===== config.mk =====
export PLATFORM = sky130hd
export DESIGN_NAME = mux16_rr_arbiter
export DESIGN_NICKNAME = d
export VERILOG_FILES = /design/src/rtl/mux_arb_pkg.sv /design/src/rtl/mux16_rr_arbiter_rr_pick.sv /design/src/rtl/mux16_rr_arbiter.sv
export SDC_FILE = /design/constraint.sdc
export NUM_CORES = 1
export LEC_CHECK = 0
export ABC_AREA = 1
export BUFFER_PORTS_ARGS = -buffer_cell sky130_fd_sc_hd__buf_4
export CAP_MARGIN = 20
export CORE_MARGIN = 2
export CORE_UTILIZATION = 50
export CTS_CLUSTER_DIAMETER = 120
export CTS_CLUSTER_SIZE = 28
export DETAILED_ROUTE_END_ITERATION = 8
export GPL_TIMING_DRIVEN = 0
export PLACE_DENSITY_LB_ADDON = 0.1
export RECOVER_POWER = 100
export SYNTH_ARGS = -nofsm -noshare
export SYNTH_HDL_FRONTEND = slang
export SYNTH_HIERARCHICAL = 1
export SYNTH_SLANG_ARGS = --single-unit

===== constraint.sdc =====
create_clock -name clk -period 7.6 [get_ports clk]
set_input_delay 1.52 -clock clk [delete_from_list [all_inputs] [get_ports clk]]
set_output_delay 1.52 -clock clk [all_outputs]
set_load 0.05 [all_outputs]

===== src/rtl/mux_arb_pkg.sv =====
// mux_arb_pkg: shared sizes, FSM states and one-hot/index helpers for the 16:1 mux arbiter
package mux_arb_pkg;
  localparam int N_REQ = 16;
  localparam int SEL_W = 4;
  typedef enum logic {IDLE, GRANT} state_t;
  function automatic logic [N_REQ-1:0] onehot(input logic [SEL_W-1:0] i);
    return N_REQ'(1) << i;
  endfunction
  function automatic logic [SEL_W-1:0] lowest_set(input logic [N_REQ-1:0] v);
    logic [SEL_W-1:0] r;
    r = '0;
    for (int i = N_REQ - 1; i >= 0; i--) if (v[i]) r = SEL_W'(i);
    return r;
  endfunction
endpackage


===== src/rtl/mux16_rr_arbiter_rr_pick.sv =====
// rr_pick: first set request at or after ptr+1, wrapping, so ptr itself has lowest priority
module rr_pick
  import mux_arb_pkg::*;
(
  input  logic [N_REQ-1:0] req,
  input  logic [SEL_W-1:0] ptr,
  output logic             valid,
  output logic [SEL_W-1:0] idx
);
  logic [SEL_W-1:0] start;
  logic [N_REQ-1:0] rot;
  assign start = ptr + SEL_W'(1);
  assign rot = N_REQ'({req, req} >> start);
  assign valid = |req;
  assign idx = start + lowest_set(rot);
endmodule


===== src/rtl/mux16_rr_arbiter.sv =====
// mux16_rr_arbiter: burst-limited round-robin owner of a shared 16:1 mux with registered, valid-qualified output
module mux16_rr_arbiter
  import mux_arb_pkg::*;
#(
  parameter int BURST_MAX = 4,
  parameter int CNT_W     = 4
) (
  input  logic             clk,
  input  logic             rst_n,
  input  logic [N_REQ-1:0] req,
  input  logic [N_REQ-1:0] d,
  output logic [N_REQ-1:0] gnt,
  output logic [SEL_W-1:0] sel,
  output logic             busy,
  output logic             y,
  output logic             y_valid
);
  if (BURST_MAX < 1 || BURST_MAX > 15) begin : g_bad_burst
    $error("BURST_MAX must be in 1..15");
  end
  if ((1 << CNT_W) <= BURST_MAX) begin : g_bad_cnt
    $error("CNT_W too narrow for BURST_MAX");
  end
  state_t state, state_d;
  logic [N_REQ-1:0] gnt_d;
  logic [SEL_W-1:0] sel_d, ptr, ptr_d, pidx;
  logic [CNT_W-1:0] beat, beat_d;
  logic y_d, pv, beat_cyc, rel;
  rr_pick u_pick (.req(req), .ptr(ptr), .valid(pv), .idx(pidx));
  assign busy = state == GRANT;
  assign beat_cyc = busy && req[sel];
  assign rel = busy && (!req[sel] || beat == CNT_W'(BURST_MAX - 1));
  // ptr always equals sel during a grant, so one picker serves both IDLE and release
  always_comb begin
    state_d = state;
    gnt_d = gnt;
    sel_d = sel;
    ptr_d = ptr;
    beat_d = busy ? beat + CNT_W'(1) : beat;
    y_d = beat_cyc ? d[sel] : y;
    if (!busy || rel) begin
      state_d = pv ? GRANT : IDLE;
      gnt_d = pv ? onehot(pidx) : '0;
      sel_d = pv ? pidx : sel;
      ptr_d = pv ? pidx : ptr;
      beat_d = '0;
    end
  end
  always_ff @(posedge clk) begin
    if (!rst_n) begin
      state <= IDLE;
      gnt <= '0;
      sel <= '0;
      ptr <= SEL_W'(N_REQ - 1);
      beat <= '0;
      y <= 1'b0;
      y_valid <= 1'b0;
    end else begin
      state <= state_d;
      gnt <= gnt_d;
      sel <= sel_d;
      ptr <= ptr_d;
      beat <= beat_d;
      y <= y_d;
      y_valid <= beat_cyc;
    end
  end
endmodule


# == Word level (Yosys, flattened, before mapping) ==
# Index checks and enable logic that the tools add are counted.
# op_classes
shift,2
n_eq_ne,1
n_addsub,3
order_cmp,1
n_reduce_logical,9
n_bitwise,1
mux,22
# op_table
operator,n
4-bit two-way mux,16
32-bit by 4-bit >> shifter with 16-bit output,1
16-bit two-way mux,1
16-bit OR reduction,1
"1-bit by 4-bit << shifter with 16-bit output, first input constant",1
"4-bit by 1-bit adder with 4-bit output, second input constant",2
1-bit binary-select mux with 4-bit select,2
"4-bit by 5-bit less-than comparator with 1-bit output, second input constant",1
4-bit adder,1
"4-bit by 2-bit == test with 1-bit output, second input constant",1
1-bit two-way mux,3
1-bit logical AND,2
1-bit zero test,2
1-bit logical OR,2
2-bit AND reduction,1
2-bit OR reduction,1
1-bit NOT,1
# totals
register_bits,31
output_inout_bits,23
in_bits,34
word_cells,46

# == Depth between registers and ports, before layout ==
# Gate-level depths: netlist of run 1.
# depth
ltp_word,21
depth_mapped,33
mapped_depth_nobuf,32

# == By module ==
# The synthesis of run 1 kept the hierarchy.
# by_module_without_submodules
mod,area_each_um2,cells_per_inst,instances,seq_area_each_um2
mux16_rr_arbiter,1646.6,230,1,620.6
rr_pick,1184.9,225,1,0.0

# == Least setup slack after synthesis of run 1 ==
# Ideal clock, no wire load.
# synth_timing
path_kind,input-to-reg
from,input port req[9]
to,register gnt[4]
path_slack_ns,3.299
setup_ns,0.071
arrival_ns,4.230
path_buffers,0
t_required_ns,7.529
stages,25
path_cell_list,nand2_1 -> nand3_1 -> and2_1 -> nand2_1 -> nand2_1 -> o21ai_0 -> nand2_1 -> nand2_1 -> nand2_1 -> nand2_1 -> nand2_1 -> nand2_1 -> nand2_1 -> nand2_1 -> nand2_1 -> nand2_1 -> a21oi_1 -> ha_1 -> fa_1 -> xor2_1 -> inv_1 -> nor3_1 -> nor3b_1 -> nand2_1 -> a21oi_1
# synth_via
elab_chain_len,20
elab_cells_between_ends,27
classes_between,add/sub (1); shift (2); mux (19); reduce/logical (5)
# synth_lines
item,line_no,rtl
from (decl),mux16_rr_arbiter.sv:10,"input logic [N_REQ-1:0] req,"
32-bit by 4-bit >> shifter with 16-bit output (*),mux16_rr_arbiter_rr_pick.sv:13,"assign rot = N_REQ'({req, req} >> start);"
4-bit two-way mux (15 in a row),mux_arb_pkg.sv:12,for (int i = N_REQ - 1; i >= 0; i--) if (v[i]) r = SEL_W'(i);
4-bit two-way mux (*),mux_arb_pkg.sv:12,
4-bit adder (*),mux16_rr_arbiter_rr_pick.sv:15,assign idx = start + lowest_set(rot);
net pidx[2],mux16_rr_arbiter.sv:26,"logic [SEL_W-1:0] sel_d, ptr, ptr_d, pidx;"
1-bit by 4-bit << shifter with 16-bit output (*),mux_arb_pkg.sv:7,return N_REQ'(1) << i;
16-bit two-way mux (*),mux16_rr_arbiter.sv:43,gnt_d = pv ? onehot(pidx) : '0;
to (signal assigned),mux16_rr_arbiter.sv:60,gnt <= gnt_d;
to (decl),mux16_rr_arbiter.sv:12,"output logic [N_REQ-1:0] gnt,"
# Mark *: on every way through the listed nets, which the timed path passes. The rest lies on a longest branch. The select of a mux whose other input is x is not followed.
# A chain may end at the register's enable or synchronous reset.

# == Final worst setup path of run 1 ==
# layout_timing
from,input port req[5]
to,register gnt[6]
# The elaborated chain is that of the path after synthesis.

==> results of run 1 <==
state kept, by name, summed over array words and instances (netlist names):
| register | cells |
|---|---|
| sel | 4 |
| ptr | 4 |
| gnt | 16 |
| y | 1 |
| busy | 1 |
| y_valid | 1 |
| beat | 4 |
path summary, 6_finish.rpt:
path	slack (ps)	to	start	cells after the start
setup / recovery	2760	gnt[6]$_SDFFE_PN0P_	req[5]	27
hold / removal	460	gnt[8]$_SDFFE_PN0P_	gnt[8]$_SDFFE_PN0P_	2
setup reg to reg	3140	gnt[6]$_SDFFE_PN0P_	ptr[0]$_SDFFE_PN1P_	28
hold reg to reg	460	gnt[8]$_SDFFE_PN0P_	gnt[8]$_SDFFE_PN0P_	2
cell usage in the layout, fill, tap and decap left out, types with 2 or more instances in the layout:
cell type and count:
nand2_1 138, nand3_1 85, inv_1 36, buf_4 33, dfxtp_1 31, clkbuf_1 29, o21ai_0 25, nor2_1 21
a21oi_1 20, buf_6 9, nor3_1 7, nor3b_1 7, o21ai_1 7, nand2_2 6, nand3_2 6, clkbuf_8 6
xor2_1 5, nor4_1 5, ha_1 5, buf_2 4, nor2_2 3, a31oi_1 3, inv_6 2, nand4_1 2
clkinv_2 2, o22ai_1 2
cell type report:
type | instances | area [um2] | share of cell area [%]
multi-input cells | 362 | 1820 | 55.0
flip-flops and latches | 31 | 621 | 18.7
repair buffers | 56 | 327 | 9.85
inverters | 42 | 173 | 5.21
plain buffers | 20 | 166 | 5.02
well taps | 72 | 90.1 | 2.72
clock buffers | 6 | 82.6 | 2.49
clock inverters | 2 | 35.0 | 1.06
logic make-up (layout without fill, tap and decap cells):
| group | after synthesis | count (layout) |
|---|---|---|
| muxes | 1 | 1 |
| DFF | 31 | 31 |
| adders and majority gates | 6 | 6 |
| xor gates and xnor gates | 7 | 7 |
| and+or+nand+nor | 284 | 284 |
| buffers and inverters | 62 | 126 |
| AOI/OAI and AO/OA | 64 | 64 |
per-stage QoR:
step	utilization (%)	cell area (um2)	setup slack [ps]	cells	hold WS, ps
floorplan	-	2830	3300	455	475
global placement	61.1	3340	2710	583	451
detailed placement	61.1	3340	2640	583	452
CTS	63.2	3460	2900	591	462
global route	60.6	3320	2250	591	479
finish	60.6	3320	2760	591	460
worst register-to-register path: cells and delay by family (launching register included):
| kind | cells | cell delay [ps] |
|---|---|---|
| AND/OR/NAND/NOR | 18 | 1630 |
| adder cells (fa/ha/maj) | 3 | 970 |
| XOR/XNOR | 1 | 460 |
| AO/OA/AOI/OAI | 3 | 380 |
| buffers and inverters | 3 | 610 |
| flip-flops | 1 | 330 |
metal layers:
metal | part of all wire, % | wire, um
met1 | 43 | 3180
met3 | 3.8 | 287
met4 | 3.5 | 261
met5 | 0 | 0
met2 | 50 | 3730
==> impl_metrics.py, run 1 <==
metrics = {
    "run_status": {
        "status": "complete, no violations",
    },
    "synthesis": {
        "synth_area_per_cell_um2": 6.22,
        "synthMuxAreaShare_pct": 0.354,
        "netlist_area_um2": 2830,
        "synthCells": 455,
        "synth_seq_cells": 31,
        "yosysTopAreaCellShare_pct": 21.9,
        "synth_top_family_by_area": "simple AND/OR/NAND/NOR gates",
        "synth_common_cells": "nand2_1, nand3_1, inv_1",
        "synth.area.top_cells": "dfxtp_1, nand2_1, nand3_1",
        "yosys.area_share.simple_pct": 47.7,
        "synth_compound_area_share_pct": 12.4,
        "synth_adder_area_share_pct": 2.92,
        "syn-num-nets": 495,
        "ys_warn_count": 6,
        "async_flop_share_pct": 0,
        "synth_edf_count": 0,
        "ys_seq_area_share_pct": 21.9,
        "synth_most_common_cell": "nand2_1",
        "ys.flop_type": "dfxtp_1",
        "synthXorXnorAreaFrac_pct": 2.43,
        "yosysTopAreaCell": "dfxtp_1",
        "ys_types": 47,
    },
    "routing": {
        "via_per_inst": 5.31,
        "firstDrtPassIters": 4,
        "drt_iter0_drc": 152,
        "drc": 0,
        "route.vias.total": 3137,
        "wirelength_um": 7460,
        "wl_per_cell_um": 12.6,
        "ant_nets": 0,
    },
    "clock_tree": {
        "clock-sinks": 31,
        "ctsHoldBuffers": 0,
        "insertion_delay_ps": 280,
        "clockBufferDepth": 2,
        "path_clk_slew_ps": 60,
        "numCtsBuffers": 5,
        "cts_tree": "yes",
        "h-tree-depth": 2,
        "cts_resized": 0,
        "post_cts_buffers": 0,
        "root_buffer": "clkbuf_8",
    },
    "worst_setup_path": {
        "crit_fanout": 6,
        "cp_common_cell": "nand2_1",
        "required_ps": 7820,
        "path_delay_family": "simple AND/OR/NAND/NOR gates",
        "crit_buf_inv": 2,
        "cpPeakStageDelay_ps": 460,
        "critPathArrivalTime_ps": 5050,
        "start_kind": "input port",
        "cpMaxStageDelayCell": "xor2_1",
        "worst_setup_path_end_kind": "flip-flop",
        "crit_type": "input port to flip-flop",
    },
    "timing": {
        "finalHoldViolCount": 0,
        "fin_skew_ps": 6.94,
        "worstMarginPinSlew_ps": 652,
        "min_period_ps": 4840,
        "fmax_mhz": 207,
        "rsz0062_at_grt": "false",
        "maxSlewViolCount": 0,
        "setup-violations-final": 0,
        "finalCritPeriodShare_pct": 63.7,
        "max-slew-margin-rel_pct": 56.7,
        "tns_ps": 0,
    },
    "placed_design": {
        "dp_hpwl_um": 6000,
        "globalplace.congestion": 0.957,
        "port_buffers": 56,
    },
    "grt": {
        "grt.met1_usage_pct": 29.8,
        "grt_max_degree": 11,
        "grt.busiest_layer": "met2",
        "overflow": 0,
        "global_route.usage.met3_pct": 3.07,
        "use_met2_pct": 48.6,
        "antenna_found_initial": 0,
        "grt_pass1_wl_um": 13300,
        "track_usage_pct": 26.3,
        "first_global_vias": 3074,
    },
    "finish": {
        "areaGrowthSynthToFinish_pct": 17.1,
        "drive_gt1_share_pct": 15.6,
        "fin_nets": 558,
        "diodes": 0,
        "fillers": 570,
    },
    "floorplanning": {
        "num_io_pins": 57,
        "rows": 27,
        "initial_core_util_pct": 51.7,
        "dieArea_um2": 6280,
        "die_h_um": 79.3,
        "die_w_um": 79.3,
        "core_um2": 5470,
    },
    "job": {
        "drv_cap": 0,
    },
    "min_path": {
        "hold_class": "flip-flop to flip-flop",
    },
}
Power of run 1 is left out: the tool's default activity adds up to more than one toggle a clock period on the data nets, which glitch-free logic cannot reach.
==> run 2: changes to the inputs <==
- ABC_AREA: 1 -> 0
- clock period: 7.6 -> 4.81 ns (I/O delays scaled with it)
==> run 2 against run 1 <==
Non-clock buffer count down 5. First-iteration DRC count down 29%. Clock skew up 1.8 ps. Global-route usage down 3.6 points. Final cell count down 35%. Worst hold slack better by 4.2 ps. Setup slack worse by 2400 ps. Die area down 2.3%.
==> impl_metrics.py, run 2 <==
metrics = {
    "routing": {
        "wirelength_um": 6570,
        "drt_iter0_drc": 108,
        "wl_per_cell_um": 17.1,
        "route.vias.total": 2353,
        "firstDrtPassIters": 4,
        "via_per_inst": 6.14,
        "ant_nets": 0,
        "drc": 0,
    },
    "grt": {
        "first_global_vias": 2239,
        "track_usage_pct": 22.7,
        "antenna_found_initial": 0,
        "overflow": 0,
        "grt_max_degree": 11,
        "grt_pass1_wl_um": 11000,
    },
    "worst_setup_path": {
        "r2r_start": "ptr[0]$_SDFFE_PN1P_",
        "regToRegSetupSlack_ps": 320,
        "crit_type": "flip-flop to flip-flop",
        "path_delay_family": "multiplexers",
        "start_kind": "flip-flop",
        "critPathArrivalTime_ps": 4710,
        "worst_setup_path_end_kind": "flip-flop",
        "rr_worst_depth": 17,
        "crit_fanout": 10,
        "cpPeakStageDelay_ps": 530,
        "crit_chain": "ha_1 -> buf_6 -> buf_6 -> mux4_2 -> mux2_2 -> mux2_2 -> a211oi_1 -> o21ai_0 -> a21oi_2 -> ha_1 -> a21o_1 -> a21oi_1 -> xnor2_1 -> xnor2_2 -> nor2b_1 -> nor2b_2 -> a32o_1",
        "worst_r2r_endpoint": "gnt[11]$_SDFFE_PN0P_",
        "cpMaxStageDelayCell": "mux4_2",
        "crit_buf_inv": 2,
        "required_ps": 5030,
    },
    "timing": {
        "fin_skew_ps": 8.76,
        "setup_ws_ps": 321,
        "fmax_mhz": 223,
        "rsz0062_at_grt": "false",
        "setup-violations-final": 0,
        "tns_ps": 0,
        "min_period_ps": 4490,
        "finalCritPeriodShare_pct": 93.3,
        "finalHoldViolCount": 0,
        "max-slew-margin-rel_pct": 59.8,
        "maxSlewViolCount": 0,
        "worstMarginPinSlew_ps": 605,
    },
    "synthesis": {
        "synthCells": 249,
        "synth_most_common_cell": "mux2i_1",
        "yosysTopAreaCell": "dfxtp_1",
        "yosysTopAreaCellShare_pct": 22.5,
        "syn-num-nets": 289,
        "synth_area_per_cell_um2": 11.1,
        "synth_seq_cells": 31,
        "ys_warn_count": 6,
        "ys_types": 52,
        "async_flop_share_pct": 0,
        "synth.area.top_cells": "dfxtp_1, mux2i_1, mux4_2",
        "netlist_area_um2": 2760,
        "synth_common_cells": "mux2i_1, dfxtp_1, a32o_1",
        "ys.flop_type": "dfxtp_1",
        "ys_seq_area_share_pct": 22.5,
        "synth_edf_count": 0,
    },
    "placed_design": {
        "place_area_um2": 3270,
        "dp_hpwl_um": 5020,
        "globalplace.congestion": 0.869,
        "dp_worst_setup_slack_ps": 46.1,
        "port_buffers": 55,
    },
    "finish": {
        "areaGrowthSynthToFinish_pct": 18.3,
        "finalInstanceArea_um2": 3270,
        "layout_commonest_cell": "mux2i_1",
        "fin_nets": 351,
        "top_register": "gnt",
        "largest_reg_flops": 16,
        "layout_common_cells": "mux2i_1, buf_4, dfxtp_1",
        "diodes": 0,
        "drive_gt1_share_pct": 26.4,
    },
    "clock_tree": {
        "cts_resized": 0,
        "root_buffer": "clkbuf_8",
        "post_cts_buffers": 0,
        "insertion_delay_ps": 280,
        "clock-sinks": 31,
        "numCtsBuffers": 5,
        "cts_tree": "yes",
        "clockBufferDepth": 2,
        "path_clk_slew_ps": 70,
        "h-tree-depth": 2,
        "ctsHoldBuffers": 0,
    },
    "job": {
        "drv_cap": 0,
    },
    "min_path": {
        "hold_class": "flip-flop to flip-flop",
        "min_path_cells": 1,
        "holdPathEnd": "gnt[9]$_SDFFE_PN0P_",
        "hold_start": "gnt[9]$_SDFFE_PN0P_",
    },
    "floorplanning": {
        "core_um2": 5410,
        "rows": 27,
        "num_io_pins": 57,
        "initial_core_util_pct": 51.1,
        "die_h_um": 78.4,
        "die_w_um": 78.4,
        "dieArea_um2": 6140,
    },
    "run_status": {
        "status": "complete, no violations",
    },
}
-- run 2: worst max path at each step --
stage / startpoint / end / slack [ps] / cells past startpoint
after floorplan: req[0] / gnt[11]$_SDFFE_PN0P_ / 710 / 14
after global placement: req[14] / gnt[11]$_SDFFE_PN0P_ / 90 / 14
after detailed placement: req[0] / gnt[11]$_SDFFE_PN0P_ / 50 / 15
after CTS: ptr[0]$_SDFFE_PN1P_ / gnt[11]$_SDFFE_PN0P_ / 100 / 17
after global routing: ptr[0]$_SDFFE_PN1P_ / gnt[9]$_SDFFE_PN0P_ / 30 / 17
final: ptr[0]$_SDFFE_PN1P_ / gnt[11]$_SDFFE_PN0P_ / 320 / 17
-- run 2: layer usage --
metal | up-vias | wire length [um] | track usage [%]
li1 | 1131 | - | -
met1 | 1136 | 2860 | 29.4
met2 | 76 | 3300 | 38.7
met3 | 10 | 324 | 4.83
met4 | 0 | 87 | 5.79
met5 | - | 0 | 0
-- run 2: cells by family after synthesis --
family	count (synthesis)	synth area share, %
flops	31	22.5
xor+xnor	8	3.49
mux	64	34.7
buf+inv	19	5.57
simple gates	67	14.8
fa+ha+maj	6	2.99
compound gates	54	16.0
-- run 2: per-stage QoR --
stage	hold WS (ps)	util (%)	std cells
floorplan	492	-	249
global placement	453	60.4	376
detailed placement	457	60.4	376
CTS	470	62.1	383
global route	501	60.5	383
finish	464	60.5	383
-- run 2: final cells by class --
class	instances	area [um2]
flip-flops and latches	31	621
fillers	488	2130
multi-input cells	199	2000
clock buffers	6	82.6
plain buffers	16	141
clock inverters	1	5.00
inverters	3	11.3
repair buffers	55	323
well taps	72	90.1
-- run 2: worst reg2reg max path, delay by kind of cell, from the launching register on --
kind                       cells  cell delay [ps]
AOI/OAI and AO/OA              6             1120
muxes                          3             1140
adders and majority gates      2              650
DFF                            1              340
and+or+nand+nor                2              440
xor gates and xnor gates       2              420
buffers and inverters          2              320
Power of run 2 is left out for the same reason.
==> run 3: changes to the inputs <==
- CELL_PAD_IN_SITES_DETAIL_PLACEMENT: not set -> 1
- CELL_PAD_IN_SITES_GLOBAL_PLACEMENT: not set -> 1
- CORE_ASPECT_RATIO: not set -> 1.75
- CORE_UTILIZATION: 50 -> 44
==> run 3 against run 2 <==
Worst hold slack improved by 1.2 ps. Routed wire length increased by 17%. Final cell count increased by 3.1%. Global-route usage increased by 0.69 points. Utilization decreased by 6.0 points. First-iteration DRC count increased by 41%. Sequential share of layout area decreased by 0.41 points. Critical path depth decreased by 3. Largest cell class unchanged.
==> impl_metrics.py, run 3 (synthesis gave the netlist of run 2 again) <==
metrics = {
    "worst_setup_path": {
        "worst_r2r_endpoint": "gnt[4]$_SDFFE_PN0P_",
        "start_kind": "flip-flop",
        "path_delay_family": "multiplexers",
        "critPathArrivalTime_ps": 4720,
        "cpMaxStageDelayCell": "mux4_1",
        "rr_worst_depth": 14,
        "crit_chain": "ha_1 -> buf_6 -> mux4_1 -> mux2_1 -> mux2i_1 -> nand2_1 -> a211oi_1 -> o22ai_1 -> ha_1 -> fa_1 -> xor2_2 -> nor2b_1 -> nor2b_2 -> a32o_1",
        "worst_setup_path_end_kind": "flip-flop",
        "regToRegSetupSlack_ps": 310,
        "cpPeakStageDelay_ps": 640,
        "cp_common_cell": "ha_1",
        "crit_fanout": 7,
        "crit_buf_inv": 1,
        "crit_type": "flip-flop to flip-flop",
        "r2r_start": "ptr[1]$_SDFFE_PN1P_",
        "required_ps": 5030,
        "cp_num_cells": 14,
    },
    "timing": {
        "maxSlewViolCount": 0,
        "setup-violations-final": 0,
        "finalHoldViolCount": 0,
        "rsz0062_at_grt": "false",
        "min_period_ps": 4500,
        "finalCritPeriodShare_pct": 93.5,
        "max-slew-margin-rel_pct": 58.1,
        "fmax_mhz": 222,
        "worstMarginPinSlew_ps": 631,
        "fin_skew_ps": 3.63,
    },
    "floorplanning": {
        "die_h_um": 109,
        "rows": 38,
        "core_um2": 6130,
        "dieArea_um2": 6960,
        "num_io_pins": 57,
        "die_w_um": 63.9,
        "initial_core_util_pct": 45.1,
    },
    "routing": {
        "via_per_inst": 6.06,
        "drt_iter0_drc": 152,
        "wirelength_um": 7720,
        "drc": 0,
        "firstDrtPassIters": 4,
        "ant_nets": 0,
        "route.vias.total": 2393,
        "wl_per_cell_um": 19.5,
    },
    "job": {
        "drv_cap": 0,
    },
    "finish": {
        "layout_commonest_cell": "mux2i_1",
        "fin_nets": 354,
        "diodes": 0,
        "largest_reg_flops": 16,
        "layout_common_cells": "mux2i_1, dfxtp_1, buf_4",
        "finish.utilization_pct": 54.5,
        "drive_gt1_share_pct": 27.9,
        "top_register": "gnt",
        "areaGrowthSynthToFinish_pct": 21.0,
    },
    "grt": {
        "grt_pass1_wl_um": 12600,
        "overflow": 0,
        "first_global_vias": 2544,
        "track_usage_pct": 23.4,
        "grt_max_degree": 11,
        "antenna_found_initial": 0,
    },
    "clock_tree": {
        "root_buffer": "clkbuf_8",
        "clock-sinks": 31,
        "cts_tree": "yes",
        "numCtsBuffers": 5,
        "clockBufferDepth": 2,
        "path_clk_slew_ps": 70,
        "h-tree-depth": 2,
        "insertion_delay_ps": 280,
    },
    "run_status": {
        "status": "complete, no violations",
    },
    "placed_design": {
        "globalplace.congestion": 0.867,
        "port_buffers": 55,
        "dp_hpwl_um": 6280,
    },
    "min_path": {
        "holdPathEnd": "gnt[1]$_SDFFE_PN0P_",
        "min_path_cells": 1,
        "hold_start": "gnt[1]$_SDFFE_PN0P_",
        "hold_class": "flip-flop to flip-flop",
    },
}
## run 3: timing repair
item / 4_1_cts / 5_1_grt
resized for setup: 0 / 6
buffers inserted: 0 / 3
endpoints found under the setup margin: 0 / 17
hold buffers: 0 / 0
## run 3: routing by layer
metal  routed length (um)  up-vias  GRT usage, %
li1                     -     1130             -
met4                  241        0          9.63
met1                 2680     1194          22.0
met3                  141       16          1.96
met5                    0        -             0
met2                 4650       53          49.3
## run 3: how the worst max path moves through the flow
stage                              from                    to  slack [ps]
finish              ptr[1]$_SDFFE_PN1P_   gnt[4]$_SDFFE_PN0P_         310
global route        ptr[1]$_SDFFE_PN1P_   gnt[9]$_SDFFE_PN0P_          30
detailed placement              req[14]  gnt[11]$_SDFFE_PN0P_         -20
floorplan                        req[0]  gnt[11]$_SDFFE_PN0P_         710
CTS                 ptr[1]$_SDFFE_PN1P_  gnt[11]$_SDFFE_PN0P_          10
global placement                req[14]  gnt[11]$_SDFFE_PN0P_         -50
## run 3: metrics by stage
step	setup TNS (ps)	setup slack (ps)	cell area, um2	hold WS (ps)	cells
2_1_floorplan	0	706	2760	492	249
3_3_place_gp	-136	-46.7	3280	448	384
3_5_place_dp	-49.9	-21.2	3280	455	384
4_1_cts	0	14.3	3390	471	392
5_1_grt	0	28.8	3340	490	395
6_report	0	311	3340	465	395
## run 3: cell type report
type                            instances  area, um2
Buffer                                 16        141
Tap cell                               80        100
Clock buffer                            6       82.6
Timing Repair Buffer                   58        342
Clock inverter                          2       35.0
Inverter                                3       11.3
Sequential cell                        31        621
Multi-Input combinational cell        199       2010
Fill cell                             698       2790
## run 3: worst reg2reg max path: stages, from the launching register on
cell	delay [ps]
dfxtp_1	350
ha_1	390
buf_6	170
mux4_1	640
mux2_1	360
mux2i_1	290
nand2_1	170
a211oi_1	250
o22ai_1	140
ha_1	230
fa_1	410
xor2_2	320
nor2b_1	300
nor2b_2	240
a32o_1	180
Power of run 3 is left out for the same reason.
